<file path="src/rtl/generador_ventana.sv">
// generador_ventana: builds a 3x3 cross window (up, left, centre, right, down)
// for every pixel of a raster-order frame with zero padding at the borders.
//
// A delay line holds the last 2*ANCHO accepted samples. Together with the
// sample being transferred, that covers raster indices k-ANCHO..k+ANCHO
// around centre k. The window is registered on the edge that transfers
// index k+ANCHO. After the last pixel of a frame, the block stops accepting
// input and shifts in ANCHO zeros. This flushes the windows of the last line.
//
// Parameters:
//   ANCHO     image width in pixels (2..1023)
//   ALTO      image height in lines (2..1023)
// Ports:
//   clk       rising-edge clock
//   rst_n     synchronous active-low reset
//   valid_in  pixel_in carries a pixel this cycle
//   pixel_in  8-bit pixel, raster order
//   ready_out block accepts a pixel this cycle (low while flushing)
//   A..E      up, left, centre, right, down samples of the window
//   valid_out A..E hold a new window this cycle
//   fin_frame pulses with the window of the last centre of the frame
module generador_ventana #(
    parameter int ANCHO = 64,
    parameter int ALTO  = 48
) (
    input  logic       clk,
    input  logic       rst_n,
    input  logic       valid_in,
    input  logic [7:0] pixel_in,
    output logic       ready_out,
    output logic [7:0] A,
    output logic [7:0] B,
    output logic [7:0] C,
    output logic [7:0] D,
    output logic [7:0] E,
    output logic       valid_out,
    output logic       fin_frame
);

    localparam int CW  = (ANCHO > 1) ? $clog2(ANCHO) : 1;
    localparam int RW  = (ALTO > 1) ? $clog2(ALTO) : 1;
    localparam int LEN = 2 * ANCHO;

    typedef enum logic [1:0] {LLENADO, PROCESO, VACIADO} estado_t;

    estado_t        estado, estado_sig;
    logic [7:0]     linea [LEN];      // linea[0] is the newest sample
    logic [CW-1:0]  cnt_llenado;
    logic [CW-1:0]  col;              // column of the next centre to emit
    logic [RW-1:0]  fila;             // line of the next centre to emit
    logic           transfer;
    logic           desplazar;
    logic           emitir;
    logic [7:0]     entrada;
    logic           ultima_col;
    logic           ultima_fila;
    logic           penultima_fila;

    assign ready_out      = (estado != VACIADO);
    assign transfer       = valid_in & ready_out;
    assign ultima_col     = (col == CW'(ANCHO - 1));
    assign ultima_fila    = (fila == RW'(ALTO - 1));
    assign penultima_fila = (fila == RW'(ALTO - 2));

    always_comb begin
        estado_sig = estado;
        desplazar  = 1'b0;
        emitir     = 1'b0;
        entrada    = pixel_in;
        case (estado)
            LLENADO: begin
                if (transfer) begin
                    desplazar = 1'b1;
                    if (cnt_llenado == CW'(ANCHO - 1))
                        estado_sig = PROCESO;
                end
            end
            PROCESO: begin
                if (transfer) begin
                    desplazar = 1'b1;
                    emitir    = 1'b1;
                    // The centre one line before the end pairs with the last input index.
                    if (penultima_fila && ultima_col)
                        estado_sig = VACIADO;
                end
            end
            VACIADO: begin
                desplazar = 1'b1;
                emitir    = 1'b1;
                entrada   = 8'd0;
                if (ultima_col)
                    estado_sig = LLENADO;
            end
            default: estado_sig = LLENADO;
        endcase
    end

    always_ff @(posedge clk) begin
        if (!rst_n) begin
            estado      <= LLENADO;
            cnt_llenado <= '0;
            col         <= '0;
            fila        <= '0;
            valid_out   <= 1'b0;
            fin_frame   <= 1'b0;
            A           <= '0;
            B           <= '0;
            C           <= '0;
            D           <= '0;
            E           <= '0;
            for (int i = 0; i < LEN; i++)
                linea[i] <= '0;
        end else begin
            estado    <= estado_sig;
            valid_out <= emitir;
            fin_frame <= emitir && ultima_fila && ultima_col;

            if (desplazar) begin
                linea[0] <= entrada;
                for (int i = 1; i < LEN; i++)
                    linea[i] <= linea[i-1];
            end

            if (estado == LLENADO && desplazar)
                cnt_llenado <= (cnt_llenado == CW'(ANCHO - 1)) ? '0 : cnt_llenado + CW'(1);

            // Before the shift, linea[i] holds index (incoming - 1 - i).
            // The centre is incoming - ANCHO.
            if (emitir) begin
                A <= (fila == '0)  ? 8'd0 : linea[LEN-1];
                B <= (col == '0)   ? 8'd0 : linea[ANCHO];
                C <= linea[ANCHO-1];
                D <= ultima_col    ? 8'd0 : linea[ANCHO-2];
                E <= ultima_fila   ? 8'd0 : entrada;
                if (ultima_col) begin
                    col  <= '0;
                    fila <= ultima_fila ? '0 : fila + RW'(1);
                end else begin
                    col <= col + CW'(1);
                end
            end
        end
    end

endmodule

</file>
<file path="config.mk">
export PLATFORM = sky130hd
export DESIGN_NAME = generador_ventana
export DESIGN_NICKNAME = d
export VERILOG_FILES = /design/src/rtl/generador_ventana.sv
export SDC_FILE = /design/constraint.sdc
export NUM_CORES = 1
export LEC_CHECK = 0
export CAP_MARGIN = 20
export CORE_MARGIN = 10
export CORE_UTILIZATION = 30
export DETAILED_ROUTE_END_ITERATION = 10
export PLACE_DENSITY = 0.42
export SLEW_MARGIN = 40
export SYNTH_ARGS = -nofsm -noshare
export SYNTH_HDL_FRONTEND = slang
export SYNTH_SLANG_ARGS = --single-unit
</file>
<file path="constraint.sdc">
create_clock -name clk -period 80.1 [get_ports clk]
set_input_delay 16.02 -clock clk [delete_from_list [all_inputs] [get_ports clk]]
set_output_delay 16.02 -clock clk [all_outputs]
set_load 0.05 [all_outputs]
</file>
==> out/results.ini <==
[outcome]
outcome = finished, final reports clean

[critical_path]
cp.required_ns = 80.45
cp-endpoint = linea[0][32]
rr_startpoint = estado[0]
worst-path-max-fanout = 76
reg2reg_slack_ns = 76.19
reg2regPathDepth = 6
cp.arrival_ns = 19.74
criticalPathCategory = in -> reg
setup.worst_path.start = valid_in
start_kind = input port
end_kind = register
rr_endpoint = linea[0][32]

[placement]
place_ws_ns = 59.95
io_buffers = 53
place.detailed.hpwl_mm = 30.0
dpl_cell_area_um2 = 42700
place_congestion = 0.693

[yosys]
ys.flop_type = edfxtp_1
synthAdderAreaFrac = 0.00342
yosysTopAreaCell = edfxtp_1
synth_compound_area_frac = 0.0104
netlist_instances = 2460
synth.avg_cell_area_um2 = 16.3
synth_top_area_frac = 0.765
synth_area_leaders = edfxtp_1 76%, and2_1 16%, dfxtp_1 3.1%
synth_cell_type_count = 45
synthXorXnorAreaFrac = 0.00174
synth_edf_count = 1024
yosys.area_share.simple = 0.175
synth_top_family_by_area = simple AND/OR/NAND/NOR gates
synth_fp_nets = 2482
synth_warnings = 0
muxShareOfSynthArea = 0.000996
synth_area_um2 = 40200
synth-async-reset-ratio = 0
ys_ff_latch = 1086
yosysSeqAreaShare = 0.796

[sta]
fin_setup_tns_ns = 0
fin_crit_sh = 0.242
timing.final.crit_period_ns = 19.38
maxSlewHeadroom = 0.468
rsz0062_at_grt = no
fin_skew_ns = 0.0438
fmax_mhz = 51.6
setup_viol = 0
hold_viol_final = 0
finalWorstSetupSlack_ns = 60.72
tightest_slew_ns = 0.798
final-max-slew-violation-count = 0
whs_ns = 0.457

[power_and_ir_drop]
power.switching_mw = 0.253
p_clk_frac = 0.429
seq_power_share = 0.543
p_per_area_nw_per_um2 = 26.5
p_int_mw = 0.979
power.share.switching = 0.205
combPwrFrac = 0.027
p_leak_nw = 17.4
peakVddDrop_mv = 0.0176

[clock_network]
ctsResizeCount = 0
clock-root-buffer = clkbuf_16
postCtsSetupBuffers = 0
cts_buffer_depth = 3
hold_buffers = 0
clk_latency_ns = 0.72
cts_num_sinks = 1086
htreeDepth = 3
path_clk_slew_ns = 0.06
cts_tree = done
cts_buffers = 115

[global_route]
grt_max_degree = 139
grt_pass1_vias = 18700
busiest_layer = met1
overflow = 0
grt_util_met2 = 0.114
grtUsageMet1 = 0.123
met3_usage = 0.0240
antenna_found_initial = 3
grt_use_total = 0.0833
grt_pass1_wl_mm = 103

[hold_path]
hp-class = reg -> reg

[floorplanning]
die_w_um = 386
start_util = 0.302
fp-row-count = 134
io_pins = 54
core_um2 = 133000
die_y_um = 386
die-area_um2 = 149000

[drt]
wl_mm = 62.2
viasPerCell = 4.14
dr.pass1.iters = 4
vias = 18200
drtAntennaViolNets = 0
wl_per_cell_um = 14.1
drc = 0
dr.first_iter.drc_count = 1348

[cells_and_area]
diodes = 0
drive_gt1_frac = 0.0791
syn_to_final_growth_pct = 15.8
n_fill_cell = 12700
finalNetCount = 2549
final_area_um2 = 46600

[job]
maxCapViolCount = 0

[worst max-delay path, stage by stage]
cell	delay, ns
clkdlybuf4s50_1	0.57
and2b_1	0.26
nor2_1	0.17
nand2_8	0.44
buf_6	0.60
buf_4	0.75
buf_4	0.76
[power groups by stage]
stage	sequential [mW]	clock [mW]	combinational (mW)
after floorplan	0.705	0	0.0253
after global placement	0.681	0	0.0330
after detailed placement	0.681	0	0.0344
after CTS	0.670	0.551	0.0348
after global routing	0.673	0.573	0.0384
final	0.669	0.529	0.0333
[per-stage QoR]
step / power, mW / util / cells
final: 1.23 / 0.349 / 4397
after floorplan: 0.730 / - / 2460
after global placement: 0.714 / 0.320 / 4176
after global routing: 1.28 / 0.349 / 4397
after CTS: 1.26 / 0.349 / 4397
after detailed placement: 0.716 / 0.321 / 4178
[metal layers]
metal	routed length (um)	vias up
met1	31100	9085
met5	13	-
met3	3670	137
met4	1820	2
met2	25600	257
li1	-	8740
[cell type report]
cell class,count,area [um^2],area share
Inverter,10,37.5,0.000806
Timing Repair Buffer,78,811,0.0174
Sequential cell,1086,32000,0.687
Clock buffer,156,3110,0.0669
Clock inverter,63,671,0.0144
Tap cell,1768,2210,0.0475
Multi-Input combinational cell,1236,7720,0.166
[registers in the layout, summed over array words and instances, names as in the netlist]
name,cells
valid_out,1
E,8
C,8
cnt_llenado,6
estado,2
D,8
A,8
linea,1024
B,8
fin_frame,1
fila,6
col,6
[cell usage after synthesis (10+ instances only)]
cell,n
a21oi_1,31
a22oi_1,16
and2_1,1018
and3_1,11
clkbuf_1,119
dfxtp_1,62
edfxtp_1,1024
ha_1,11
nand2_1,44
nand3_1,14
nand4_1,10
nor2_1,27
[cells in the final DEF (no fill, tap or decap), types with 11 or more instances in the layout]
master,n
a22oi_1,16
and3_1,11
clkbuf_16,117
clkdlybuf4s50_1,52
dfxtp_1,62
nand3_1,14
edfxtp_1,1024
clkinv_2,23
ha_1,11
and2_1,1018
clkinv_1,20
clkbuf_1,35
nand2_1,42
buf_6,16
nor2_1,27
a21oi_1,31
[logic make-up (layout without fill, tap and decap cells)]
| kind of cell | after synthesis | count (layout) |
|---|---|---|
| flip-flops | 1086 | 1086 |
| AND/OR/NAND/NOR | 1148 | 1148 |
| buffers and inverters | 138 | 307 |
| multiplexers | 4 | 4 |
| AO/OA/AOI/OAI | 65 | 65 |
| adder cells (fa/ha/maj) | 11 | 11 |
| XOR/XNOR | 8 | 8 |
[how the worst min path moves through the flow]
stage	startpoint	to	slack, ns	cells past startpoint
floorplan	linea[3][248]	A[0]	0.46	2
global route	E[6]	E[6]	0.48	2
detailed placement	E[3]	E[3]	0.45	2
CTS	D[5]	D[5]	0.46	2
global placement	E[3]	E[3]	0.45	2
finish	D[5]	D[5]	0.46	2
Power figures use the tool's default switching activity.
